$ cat src/rtl/select_skid.sv
// -----------------------------------------------------------------------------
// select_skid
//
// N-way channel selector with per-channel sign/zero extension, a registered
// output stage and a one-entry skid register, giving a two-deep valid/ready
// pipeline that sustains one transfer per cycle with no combinational path
// from out_ready to in_ready.
//
// Ports
//   clk          clock, all state updates on the rising edge
//   rst          synchronous, active-high reset
//   in_data      IN_CNT packed channels, channel i at [i*IN_WIDTH +: IN_WIDTH]
//   in_sel       channel select; values >= IN_CNT are out of range
//   in_valid     upstream transfer request
//   in_ready     block can accept (registered state and rst only)
//   out_data     selected channel extended to OUT_WIDTH, or DEFAULT_VALUE
//   out_sel_err  out_data came from an out-of-range select
//   out_valid    out_data / out_sel_err are valid
//   out_ready    downstream accepts
//   err_clr      synchronous clear of err_count
//   err_count    saturating count of accepted out-of-range selects
// -----------------------------------------------------------------------------
module select_skid #(
    parameter int                   IN_CNT        = 4,
    parameter int                   IN_WIDTH      = 4,
    parameter int                   OUT_WIDTH     = 5,
    parameter int                   SEL_WIDTH     = 3,
    parameter logic [IN_CNT-1:0]    SIGNED_MASK   = 4'b1100,
    parameter logic [OUT_WIDTH-1:0] DEFAULT_VALUE = '0
) (
    input  logic                           clk,
    input  logic                           rst,
    input  logic [IN_CNT*IN_WIDTH-1:0]     in_data,
    input  logic [SEL_WIDTH-1:0]           in_sel,
    input  logic                           in_valid,
    output logic                           in_ready,
    output logic signed [OUT_WIDTH-1:0]    out_data,
    output logic                           out_sel_err,
    output logic                           out_valid,
    input  logic                           out_ready,
    input  logic                           err_clr,
    output logic [15:0]                    err_count
);

    typedef struct packed {
        logic [OUT_WIDTH-1:0] data;
        logic                 sel_err;
    } beat_t;

    beat_t       main_q, main_d;
    logic        main_valid_q, main_valid_d;
    beat_t       skid_q, skid_d;
    logic        skid_valid_q, skid_valid_d;
    logic [15:0] err_cnt_q, err_cnt_d;

    beat_t                payload;
    logic [IN_WIDTH-1:0]  raw;
    logic                 raw_signed;
    logic                 sel_hit;
    logic                 accept;

    // Selection and extension of the offered beat.
    // NOTE: every variable written in an always_comb gets a default first, so
    // no path leaves it unassigned and no latch is inferred.
    always_comb begin
        raw        = '0;
        raw_signed = 1'b0;
        sel_hit    = 1'b0;
        for (int i = 0; i < IN_CNT; i++) begin
            if (in_sel == SEL_WIDTH'(i)) begin
                raw        = in_data[i*IN_WIDTH +: IN_WIDTH];
                raw_signed = SIGNED_MASK[i];
                sel_hit    = 1'b1;
            end
        end

        payload.data    = DEFAULT_VALUE;
        payload.sel_err = 1'b1;
        if (sel_hit) begin
            // Replicating (signed & msb) gives sign- or zero-extension in one
            // expression; OUT_WIDTH > IN_WIDTH keeps every value exact.
            payload.data    = {{(OUT_WIDTH-IN_WIDTH){raw_signed & raw[IN_WIDTH-1]}}, raw};
            payload.sel_err = 1'b0;
        end
    end

    // in_ready looks only at the skid flag: the main stage can always absorb
    // one more beat into the skid, so out_ready never needs to reach here.
    assign in_ready = !skid_valid_q && !rst;
    assign accept   = in_valid && in_ready;

    // Buffer next state.
    always_comb begin
        main_d       = main_q;
        main_valid_d = main_valid_q;
        skid_d       = skid_q;
        skid_valid_d = skid_valid_q;

        if (!main_valid_q || out_ready) begin
            // Main is empty or drains this cycle. A full skid always refills
            // main first; it cannot coincide with an accept (in_ready=0).
            if (skid_valid_q) begin
                main_d       = skid_q;
                main_valid_d = 1'b1;
                skid_valid_d = 1'b0;
            end else if (accept) begin
                main_d       = payload;
                main_valid_d = 1'b1;
            end else begin
                main_valid_d = 1'b0;
            end
        end else if (accept) begin
            // Main is stalled; park the beat so out_data stays stable.
            skid_d       = payload;
            skid_valid_d = 1'b1;
        end
    end

    // Error counter: a clear takes priority but still counts a coincident
    // bad accept, so no error is lost across a clear.
    always_comb begin
        err_cnt_d = err_cnt_q;
        if (err_clr) begin
            err_cnt_d = (accept && !sel_hit) ? 16'd1 : 16'd0;
        end else if (accept && !sel_hit && (err_cnt_q != 16'hFFFF)) begin
            err_cnt_d = err_cnt_q + 16'd1;
        end
    end

    // NOTE: sequential state uses non-blocking assignments so every register
    // samples the pre-edge values of the others, independent of block order.
    always_ff @(posedge clk) begin
        if (rst) begin
            main_q       <= '0;
            main_valid_q <= 1'b0;
            skid_q       <= '0;
            skid_valid_q <= 1'b0;
            err_cnt_q    <= '0;
        end else begin
            main_q       <= main_d;
            main_valid_q <= main_valid_d;
            skid_q       <= skid_d;
            skid_valid_q <= skid_valid_d;
            err_cnt_q    <= err_cnt_d;
        end
    end

    assign out_data    = main_q.data;
    assign out_sel_err = main_q.sel_err;
    assign out_valid   = main_valid_q;
    assign err_count   = err_cnt_q;

endmodule

$ cat config.mk
export PLATFORM = sky130hd
export DESIGN_NAME = select_skid
export DESIGN_NICKNAME = d
export VERILOG_FILES = /design/src/rtl/select_skid.sv
export SDC_FILE = /design/constraint.sdc
export NUM_CORES = 1
export LEC_CHECK = 0
export CAP_MARGIN = 5
export CORE_ASPECT_RATIO = 1.25
export CORE_MARGIN = 1
export CORE_UTILIZATION = 47
export DETAILED_ROUTE_END_ITERATION = 16
export PLACE_DENSITY = 0.8
export SLEW_MARGIN = 20
export SYNTH_ARGS = -nofsm -noshare
export SYNTH_HDL_FRONTEND = slang
export SYNTH_SLANG_ARGS = --single-unit
export TNS_END_PERCENT = 1
$ cat constraint.sdc
create_clock -name clk -period 1.9 [get_ports clk]
set_input_delay 0.38 -clock clk [delete_from_list [all_inputs] [get_ports clk]]
set_output_delay 0.38 -clock clk [all_outputs]
set_load 0.02 [all_outputs]
Yosys cells after proc, flatten, opt, wreduce, memory -nomap -nowiden. Cells that the tools add are included.

Register bits after elaboration: 30. Latch bits: 0. Memory bits (writable): 0. ROM bits: 0. Input bits: 24. Output and inout bits: 24. Logic and storage cells: 47. Memories: 0.

Add/subtract/negate cells: 1. Multiply operators: 0. Divide/modulo/power cells: 0. Magnitude comparators: 0. Eq/ne operators: 4. Shift-type cells: 0. Mux-type cells: 18. Bitwise logic cells: 2. Reduce and logical (&&, ||, !) cells: 15.

Operator list (count): $mux W16 (2); $mux W6 (3); $add A16 B1 Y16 const B (1); $mux W4 (4); $ne A16 B16 Y1 const B (1); $mux W1 (9); $eq A3 B2 Y1 const B (2); $logic_and A1 B1 Y1 (4); $logic_not A1 Y1 (4); $reduce_and A2 Y1 (2); $reduce_bool A2 Y1 (2); $eq A3 B1 Y1 const B (1); $logic_not A3 Y1 (1); $reduce_or A2 Y1 (1); $and A1 B1 Y1 (1); $logic_or A1 B1 Y1 (1); $not A1 Y1 (1).

Longest topological paths before layout. Gate-level depths: netlist of the first run.

Word-level depth: 10. Gate-level depth with buffers: 6. Depth with buffers taken out: 5.

Worst setup path before layout of the first run. OpenSTA, ideal clock, no wires.

Path type: flip-flop to flip-flop. Start: reg err_cnt_q[0], in the netlist err_count[0]. End: reg err_cnt_q[4], in the netlist err_count[4]. Setup time: 0.070 ns. Data arrival time: 1.756 ns. Data required time: 1.830 ns. Slack: 0.075 ns. Stages on the path, launching flop included: 7. Cells stage by stage: dfxtp_1 -> ha_1 -> and4_1 -> nor4bb_1 -> buf_2 -> or4_1 -> a21oi_1.

Longest elaborated chain between the ends: 3. Elaborated cells on any way between the ends: 6. Classes of those cells: add/sub: 1; eq/ne: 1; mux: 2; reduce/logical: 2.

Ends and longest elaborated chain: start: declaration (RTL line 54) `logic [15:0] err_cnt_q, err_cnt_d;`; start signal: assignment (RTL line 144) `err_cnt_q <= err_cnt_d;`; $add A16 B1 Y16 or $ne A16 B16 Y1 (tied branches) (RTL line 126, 125); $mux W16 or $logic_and A1 B1 Y1 (tied branches) (RTL line 125) `end else if (accept && !sel_hit && (err_cnt_q != 16'hFFFF)) begin`; $mux W16 or $reduce_bool A2 Y1 (tied branches).

Parallel ways exist; a longest one is shown, timed or not. The select of a mux whose other input is x is not followed. A chain may end at the register's enable or synchronous reset.

Final worst setup path of the first run.
Start: in in_sel[2]. End: reg err_cnt_q[13], in the netlist err_count[13].

Longest elaborated chain between the ends: 9. Elaborated cells on any way between the ends: 12. Classes of those cells: eq/ne: 3; mux: 4; reduce/logical: 5.

Ends and longest elaborated chain: start: declaration (RTL line 34) `input logic [SEL_WIDTH-1:0] in_sel,`; $logic_not A3 Y1 (RTL line 70) `if (in_sel == SEL_WIDTH'(i)) begin`; $mux W1 (3 in a row) (RTL line 70); $mux W1 * (RTL line 70); $logic_not A1 Y1 * (RTL line 125); $logic_and A1 B1 Y1 * (2 in a row) (RTL line 125); $reduce_bool A2 Y1 (no line) *.

Mark *: on every way between the ends. The rest lies on a longest branch, timed or not.

==> results of run 1 <==
## cells in the mapped netlist
library cell  count  share of area [%]
a211oi_1          6                2.8
a21oi_1          14                4.4
a31oi_1           1               0.39
and2_1            1               0.39
and2_2            1               0.47
and2b_2           4                2.2
and4_1            2                1.1
and4_2            1               0.62
buf_1             1               0.23
buf_2             4                1.2
buf_4             1               0.47
clkbuf_1          2               0.47
clkbuf_8          1               0.86
dfxtp_1          30                 37
ha_1              1               0.78
inv_1             2               0.47
mux2i_1          14                8.7
mux4_2            4                5.6
nand2_1           8                1.9
nand2b_1          1               0.39
nand3_1           4                1.2
nand3b_1          2               0.94
nand4_1           3                1.2
nand4_4           2                2.7
nand4b_1          2                1.1
nor2_1           16                3.7
nor2b_1           1               0.39
nor3_1            3               0.94
nor3b_1           2               0.94
nor4_2            1               0.78
nor4bb_1          2                1.2
o211ai_1          1               0.47
o21a_1            1               0.47
o21ai_0           3               0.94
o311ai_0          1               0.55
o31ai_1           9                4.2
o41ai_1           1               0.55
or2_2             1               0.39
or3_1             4                1.6
or3_2             1               0.47
or3b_2            1               0.55
or4_1             8                3.7
## sequential cells by signal (all words and copies together) (netlist names)
signal        flops
skid_q            6
err_count        16
out_sel_err       1
out_data          5
out_valid         1
skid_valid_q      1
## how the worst max path moves through the flow
stage	startpoint	end	slack, ns	cells past startpoint
after floorplan	err_count[0]$_SDFFE_PP0P_	err_count[4]$_SDFFE_PP0P_	0.07	6
after global placement	in_valid	err_count[14]$_SDFFE_PP0P_	-0.28	6
after detailed placement	in_valid	err_count[14]$_SDFFE_PP0P_	-0.28	6
after CTS	in_valid	err_count[14]$_SDFFE_PP0P_	0.01	6
after global routing	in_sel[2]	err_count[15]$_SDFFE_PP0P_	-0.01	6
final	in_sel[2]	err_count[13]$_SDFFE_PP0P_	0.07	6
## stage by stage
stage          setup TNS, ns  total power, mW
6_report                   0             1.51
5_1_grt              -0.0112             1.56
4_1_cts                    0             1.52
3_5_place_dp           -5.48            0.872
3_3_place_gp           -4.77            0.867
2_1_floorplan              0            0.763
## cells in the final DEF, fill, tap and decap left out, drive strengths merged, types with 4 or more instances in the layout
cell / n
nand4: 5
dfxtp: 30
or4: 8
nor2: 16
nand2: 8
buf: 22
nand3: 4
mux2i: 14
o31ai: 9
clkbuf: 5
mux4: 4
a21oi: 14
clkdlybuf4s50: 45
or3: 5
a211oi: 6
and2b: 4
## area by class of cell
class / instances / area, sq um / area share (%)
Inverter: 2 / 7.51 / 0.317
Tap cell: 37 / 46.3 / 1.95
Clock buffer: 5 / 68.8 / 2.91
Sequential cell: 30 / 601 / 25.4
Timing Repair Buffer: 69 / 637 / 26.9
Clock inverter: 3 / 45.0 / 1.90
Multi-Input combinational cell: 127 / 963 / 40.7
## power groups by stage
stage / Combinational (mW) / Sequential, mW / Clock (mW)
after detailed placement: 0.207 / 0.665 / 0
after CTS: 0.208 / 0.651 / 0.659
after floorplan: 0.0836 / 0.680 / 0
final: 0.210 / 0.651 / 0.653
after global placement: 0.203 / 0.664 / 0
after global routing: 0.224 / 0.652 / 0.688
## kinds of logic (layout without fill, tap and decap cells)
logic type | count (synthesis) | count (layout) | synth area share [%]
adder cells (fa/ha/maj) | 1 | 1 | 0.781
AND/OR/NAND/NOR | 71 | 71 | 28.9
buffers and inverters | 11 | 79 | 3.75
multiplexers | 18 | 18 | 14.4
AO/OA/AOI/OAI | 37 | 37 | 14.8
flip-flops | 30 | 30 | 37.5
## layer usage
metal	vias to the layer above	GRT usage, %	wire (um)
li1	778	-	-
met1	786	25.9	1560
met2	54	45.0	2270
met3	7	6.76	215
met4	0	9.94	64
met5	-	0	0
## timing repair
action / CTS / global route
buffers inserted: 0 / 1
setup endpoints to repair: 1 / 18
gates cloned: 0 / 0
gates resized for setup: 1 / 8
pin swaps: 0 / 4
hold buffers: 0 / 0
hold endpoints to repair: 0 / 0
## critical path, stage by stage
cell	delay, ns
clkdlybuf4s50_1	0.49
nor4bb_1	0.27
buf_4	0.19
nand4_4	0.15
or4_4	0.46
a21oi_2	0.14
==> flow_metrics.py, run 1 <==
metrics = {
    "run_status": {
        "status": "finished clean",
    },
    "timing": {
        "finalCritPeriodShare_pct": 96.5,
        "worst_pin_slew_ns": 0.513,
        "max_freq_ghz": 0.545,
        "period_minus_slack_ns": 1.83,
        "setup_viol": 0,
        "setup_slack_ns": 0.0658,
        "hold-worst-slack_ns": 0.494,
        "final.setup_skew_ns": 0.00479,
        "hold_viol_final": 0,
        "rsz0062_at_grt": "true",
        "max_slew_margin_pct": 65.5,
        "final_max_slew_viol_count": 0,
    },
    "drt": {
        "drtIter0Drc": 49,
        "vias": 1625,
        "routed_wl_mm": 4.11,
        "avgRoutedWirePerCell_um": 15.1,
        "route.detailed.drc": 0,
        "drt-pass1-iter-count": 4,
        "final_antenna_net_count": 0,
        "viasPerCell": 5.95,
    },
    "floorplanning": {
        "die_h_um": 67.3,
        "start_util_pct": 49.7,
        "die_x_um": 54.2,
        "die-area_sq_um": 3650,
        "fp.coreArea_sq_um": 3220,
        "row_count": 23,
        "io_pins": 48,
    },
    "setup_path": {
        "r2r_cells": 6,
        "worst_setup_path_end_kind": "flop",
        "cp.arrival_ns": 2.06,
        "regToRegEndpoint": "err_count[4]$_SDFFE_PP0P_",
        "crit_type": "in -> reg",
        "cp_max_fo": 7,
        "reg2reg_from": "err_count[0]$_SDFFE_PP0P_",
        "rrSetupSlack_ns": 0.14,
        "startpoint_type": "primary input",
        "required_ns": 2.13,
    },
    "cells_and_area": {
        "diodes": 0,
        "layout-drive-gt1-share_pct": 21.2,
        "area_growth_pct": 47.8,
        "fin_nets": 260,
        "finalNonFillerCells": 273,
        "fillers": 235,
        "fin_util_pct": 73.5,
        "stdcell_area_sq_um": 2370,
    },
    "grt": {
        "grt_max_degree": 13,
        "grt_pass1_wl_mm": 6.52,
        "grt_use_total_pct": 24.7,
        "grt_pass1_vias": 1509,
        "antenna_found_initial": 0,
        "grt-ovfl-total": 0,
    },
    "logic_synthesis": {
        "ys_ff_latch": 30,
        "synth_warnings": 0,
        "ys_seq_area_share_pct": 37.5,
        "syn_area_sq_um": 1600,
        "syn_nets": 193,
        "synth_cell_types": 42,
        "syn_area_per_cell_sq_um": 9.54,
        "netlist_instances": 168,
    },
    "place": {
        "numPortBuffers": 47,
        "gp_congestion": 0.817,
        "dpl_worst_slack_ns": -0.282,
        "dp.cells": 264,
        "dp_hpwl_mm": 3.04,
        "dpl-instance-area_sq_um": 2220,
    },
    "pwr": {
        "combinationalPowerShare_pct": 13.9,
        "p_clk_share_pct": 43.1,
        "p_leak_nw": 0.859,
        "p_int_mw": 1.16,
        "ir_drop_mv": 0.589,
        "p_sw_share_pct": 23.7,
        "power.switching_mw": 0.359,
        "pwr-share-seq_pct": 43.0,
        "powerDensity_nw_per_um2": 639,
    },
    "cts": {
        "clk_latency_ns": 0.29,
        "cts_root_buffer": "clkbuf_8",
        "cts_tree": "built",
        "htree_levels": 2,
        "cts_buffers": 5,
        "clock_sinks": 30,
        "cts_buffer_depth": 2,
        "clkSlewWorstSetupHoldPaths_ns": 0.07,
    },
    "flow_run": {
        "cap_violations": 0,
    },
    "min_path": {
        "min_delay_path_depth": 2,
        "min_to": "err_count[5]$_SDFFE_PP0P_",
        "worstHoldPathType": "reg -> reg",
        "min-delay-start": "err_count[5]$_SDFFE_PP0P_",
    },
}
Note: power is estimated with default switching activity, not from simulation.
==> run 2, diff against run 1 <==
--- a/config.mk
+++ b/config.mk
@@ -7,7 +7,6 @@
 export LEC_CHECK = 0
 export CAP_MARGIN = 5
 export CORE_ASPECT_RATIO = 1.25
-export CORE_MARGIN = 1
 export CORE_UTILIZATION = 47
 export DETAILED_ROUTE_END_ITERATION = 16
 export PLACE_DENSITY = 0.8
==> results of run 2 <==
No change in the layout: final DEF, timing and power equal those of run 1.
==> RTL edit 1 (flow settings as in run 1) <==
Register the output `err_count` once more, cleared by the reset; this adds one clock of latency there. The other outputs are not delayed to match.
--- a/src/rtl/select_skid.sv
+++ b/src/rtl/select_skid.sv
@@ -148,7 +148,13 @@
     assign out_data    = main_q.data;
     assign out_sel_err = main_q.sel_err;
     assign out_valid   = main_valid_q;
-    assign err_count   = err_cnt_q;
+    always_ff @(posedge clk) begin
+        if (rst) begin
+            err_count <= '0;
+        end else begin
+            err_count <= err_cnt_q;
+        end
+    end
 
 endmodule
 
Formal check against the unedited RTL: not equivalent (Yosys sat finds a counterexample within 4 cycles, from zero or initial values and one cycle with rst high).
==> RTL edit 1 against run 1 <==
Worst setup slack better by 0.048 ns. Via count grew 8.2%. Routed wire length is 5.0% higher. Cell area up 15%. Total power up 28%. Area after synthesis is 26% higher. Sequential cell count grew 16. Register-to-register slack better by 0.02 ns.
==> RTL edit 1: results (changes against run 1) <==
<table>
<tr><th>Metric</th><th>Value</th></tr>
<tr><th colspan="2">Setup path</th></tr>
<tr><td>Largest fanout of any net on the critical path</td><td>6 (was 7)</td></tr>
<tr><td>Launching instance or port of the critical path</td><td>in_valid (was in_sel[2])</td></tr>
<tr><td>Critical register-to-register path startpoint</td><td>err_cnt_q[0]$_SDFFE_PP0P_ (was err_count[0]$_SDFFE_PP0P_)</td></tr>
<tr><td>R2R Setup Slk</td><td>0.16 ns (was 0.14 ns)</td></tr>
<tr><th colspan="2">Layout</th></tr>
<tr><td>Ratio of cells with drive above 1 in the final layout</td><td>13.6% (was 21.2%)</td></tr>
<tr><td>Post-layout net count</td><td>283 (was 260)</td></tr>
<tr><th colspan="2">STA</th></tr>
<tr><td>Headroom to the max-slew limit</td><td>77.2% (was 65.5%)</td></tr>
<tr><td>Final WS setup</td><td>0.113 ns (was 0.0658 ns)</td></tr>
<tr><th colspan="2">Yosys</th></tr>
<tr><td>Netlist cell types</td><td>39 (was 42)</td></tr>
<tr><td>Flip-flop and latch count after synthesis</td><td>46 (was 30)</td></tr>
<tr><td>Adder-cell area share of the yosys netlist</td><td>0.620% (was 0.781%)</td></tr>
<tr><td>Area fraction in compound gates after synthesis</td><td>12.7% (was 14.8%)</td></tr>
<tr><th colspan="2">Place</th></tr>
<tr><td>Gpl congestion</td><td>0.820 (was 0.817)</td></tr>
<tr><td>Placed wire-length estimate</td><td>3.20 mm (was 3.04 mm)</td></tr>
<tr><td>Cell area reported after detailed placement</td><td>2590 um2 (was 2220 um2)</td></tr>
<tr><th colspan="2">Status</th></tr>
<tr><td>Outcome</td><td>completed (unchanged)</td></tr>
<tr><th colspan="2">Drt</th></tr>
<tr><td>Amount of wire on met3 after detailed routing</td><td>187 um (was 215 um)</td></tr>
<tr><td>First DRT Iteration DRCs</td><td>63 (was 49)</td></tr>
<tr><td>Post-DR wirelength/cell</td><td>13.7 um (was 15.1 um)</td></tr>
<tr><th colspan="2">Hold path</th></tr>
<tr><td>Hold path startpoint</td><td>rst (was err_count[5]$_SDFFE_PP0P_)</td></tr>
<tr><td>Hold Path Sink</td><td>err_count[0]$_SDFF_PP0_ (was err_count[5]$_SDFFE_PP0P_)</td></tr>
<tr><th colspan="2">Power</th></tr>
<tr><td>Maximum vdd drop</td><td>443 uV (was 589 uV)</td></tr>
<tr><th colspan="2">Global routing</th></tr>
<tr><td>Met2 Resource Use GR</td><td>39.1% (was 45.0%)</td></tr>
<tr><td>Via count of the first global-routing pass</td><td>1717 (was 1509)</td></tr>
<tr><td>Met1 track utilization from global routing</td><td>21.8% (was 25.9%)</td></tr>
</table>
## RTL edit 1: cell types whose count changed after synthesis, moves of 4 or more
cell,delta
sky130_fd_sc_hd__nor2b_1,+18
sky130_fd_sc_hd__dfxtp_1,+16
sky130_fd_sc_hd__and2b_2,-4
sky130_fd_sc_hd__buf_6,+4
sky130_fd_sc_hd__clkbuf_1,+4
## RTL edit 1: area by class of cell
type / count / area (um2) / share of cell area, %
clock buffer: 6 / 82.6 / 3.04
clock inverter: 1 / 30.0 / 1.11
inverter: 2 / 7.51 / 0.277
multi-input combinational: 140 / 997 / 36.8
sequential: 46 / 921 / 33.9
tap: 56 / 70.1 / 2.58
timing repair buffer: 63 / 604 / 22.3
## RTL edit 1: critical path, cell delays in order
cell,delay (ns)
sky130_fd_sc_hd__clkdlybuf4s50_1,0.52
sky130_fd_sc_hd__nor2b_1,0.19
sky130_fd_sc_hd__or3b_2,0.60
sky130_fd_sc_hd__mux2i_1,0.22
sky130_fd_sc_hd__nor2_1,0.06
==> RTL edit 2 (settings of run 1) <==
Made on the original files. Change the parameter `OUT_WIDTH` from 5 to 10.
--- a/src/rtl/select_skid.sv
+++ b/src/rtl/select_skid.sv
@@ -23,7 +23,7 @@
 module select_skid #(
     parameter int                   IN_CNT        = 4,
     parameter int                   IN_WIDTH      = 4,
-    parameter int                   OUT_WIDTH     = 5,
+    parameter int                   OUT_WIDTH     = 10,
     parameter int                   SEL_WIDTH     = 3,
     parameter logic [IN_CNT-1:0]    SIGNED_MASK   = 4'b1100,
     parameter logic [OUT_WIDTH-1:0] DEFAULT_VALUE = '0
Ports: changed (resized out_data); port bits go from 48 to 53. No check against the original RTL was run, so the function may have changed too.
==> RTL edit 2 against run 1 <==
Core utilization shrank 2.7 points. First-iteration DRC count grew 63%. Sequential share of layout area grew 0.30 points. Worst setup slack gained 0.030 ns. Routed wire length grew 4.8%. Sequential cell count is the same. Non-clock buffer count shrank 2. Count of clock-buffer cells in the layout grew 2. Critical path depth shrank 1. Hold slack gained 0.013 ns. Total power shrank 6.3%. Cell area shrank 1.2%. Via count grew 3.9%. Area after synthesis grew 4.2%.
==> RTL edit 2: results (changes against run 1) <==
<table>
<tr><th>Metric</th><th>Value</th></tr>
<tr><th colspan="2">STA</th></tr>
<tr><td>Hold_ws</td><td>0.506 ns (was 0.494 ns)</td></tr>
<tr><th colspan="2">Setup path</th></tr>
<tr><td>WP data arrival</td><td>2.02 ns (was 2.06 ns)</td></tr>
<tr><td>Capture point of the critical path</td><td>err_count[15]$_SDFFE_PP0P_ (was err_count[13]$_SDFFE_PP0P_)</td></tr>
<tr><td>R2R Path End</td><td>err_count[0]$_SDFFE_PP0P_ (was err_count[4]$_SDFFE_PP0P_)</td></tr>
<tr><td>Largest fanout of any net on the critical path</td><td>5 (was 7)</td></tr>
<tr><td>R2R Setup Slk</td><td>0.18 ns (was 0.14 ns)</td></tr>
<tr><th colspan="2">Yosys</th></tr>
<tr><td>Area fraction in compound gates after synthesis</td><td>17.5% (was 14.8%)</td></tr>
<tr><td>Sequential fraction of the synthesis area</td><td>36.0% (was 37.5%)</td></tr>
<tr><td>Leading cell types by total area after synthesis</td><td>sky130_fd_sc_hd__dfxtp_1, sky130_fd_sc_hd__mux2i_1, sky130_fd_sc_hd__mux4_2 (unchanged)</td></tr>
<tr><td>Adder-cell area share of the yosys netlist</td><td>0.749% (was 0.781%)</td></tr>
<tr><td>Synthesized instance count</td><td>182 (was 168)</td></tr>
<tr><th colspan="2">Power</th></tr>
<tr><td>Switching power share of the total</td><td>25.1% (was 23.7%)</td></tr>
<tr><td>Leakage Power</td><td>0.845 nW (was 0.859 nW)</td></tr>
<tr><td>Maximum vdd drop</td><td>507 uV (was 589 uV)</td></tr>
<tr><th colspan="2">Status</th></tr>
<tr><td>Outcome</td><td>completed (unchanged)</td></tr>
<tr><th colspan="2">Layout</th></tr>
<tr><td>Post-layout net count</td><td>266 (was 260)</td></tr>
<tr><td>Fillcell total</td><td>262 (was 235)</td></tr>
<tr><td>Ratio of cells with drive above 1 in the final layout</td><td>12.8% (was 21.2%)</td></tr>
<tr><th colspan="2">Drt</th></tr>
<tr><td>First DRT Iteration DRCs</td><td>80 (was 49)</td></tr>
<tr><td>Average vias per placed instance</td><td>6.05 (was 5.95)</td></tr>
<tr><td>Wire length after detailed routing</td><td>4.31 mm (was 4.11 mm)</td></tr>
<tr><th colspan="2">Place</th></tr>
<tr><td>Placement Setup Slack</td><td>-0.195 ns (was -0.282 ns)</td></tr>
<tr><td>Gpl congestion</td><td>0.893 (was 0.817)</td></tr>
<tr><td>Cell area reported after detailed placement</td><td>2250 um2 (was 2220 um2)</td></tr>
<tr><td>Count of buffers inserted at the top-level ports</td><td>52 (was 47)</td></tr>
<tr><th colspan="2">Global routing</th></tr>
<tr><td>Maximum number of pins on one net before global-route repair</td><td>18 (was 13)</td></tr>
<tr><th colspan="2">Hold path</th></tr>
<tr><td>Hold path startpoint</td><td>out_valid$_SDFFE_PP0P_ (was err_count[5]$_SDFFE_PP0P_)</td></tr>
</table>
## RTL edit 2: changes by cell type after synthesis, moves of 3 or more
cell | before | now
sky130_fd_sc_hd__a21oi_1 | 14 | 17
sky130_fd_sc_hd__and2b_2 | 4 | 0
sky130_fd_sc_hd__buf_2 | 4 | 1
sky130_fd_sc_hd__buf_4 | 1 | 6
sky130_fd_sc_hd__nand2_1 | 8 | 4
sky130_fd_sc_hd__nand3_1 | 4 | 7
sky130_fd_sc_hd__nand4_1 | 3 | 6
sky130_fd_sc_hd__nor2_1 | 16 | 19
sky130_fd_sc_hd__nor2b_1 | 1 | 5
## RTL edit 2: worst max-delay path: cells and delay by family
kind	cells	cell delay, ns
and+or+nand+nor	2	0.83
AOI/OAI and AO/OA	2	0.33
buffers and inverters	1	0.48
## RTL edit 2: area by class of cell
cell class              count  share of cell area [%]
clock buffers               7                    3.69
clock inverters             1                   0.214
inverters                   4                   0.641
well taps                  37                    1.98
repair buffers             67                    27.0
multi-input cells         133                    40.8
flip-flops and latches     30                    25.7
## RTL edit 2: power groups by stage
stage / combinational, mW / sequential (mW) / clock (mW)
2_1_floorplan: 0.101 / 0.681 / 0
3_3_place_gp: 0.223 / 0.665 / 0
3_5_place_dp: 0.228 / 0.667 / 0
4_1_cts: 0.229 / 0.653 / 0.544
5_1_grt: 0.243 / 0.654 / 0.570
6_report: 0.228 / 0.652 / 0.539
## RTL edit 2: metal layers
layer	vias up	wire (um)	global-route usage, %
met5	-	0	0
met4	0	97	13.1
met3	12	226	6.16
met2	65	2320	46.4
met1	806	1670	20.9
li1	805	-	-
## RTL edit 2: kinds of logic after synthesis
family | Yosys count
multiplexers | 17
flip-flops | 30
buffers and inverters | 19
adder cells (fa/ha/maj) | 1
AO/OA/AOI/OAI | 43
AND/OR/NAND/NOR | 72
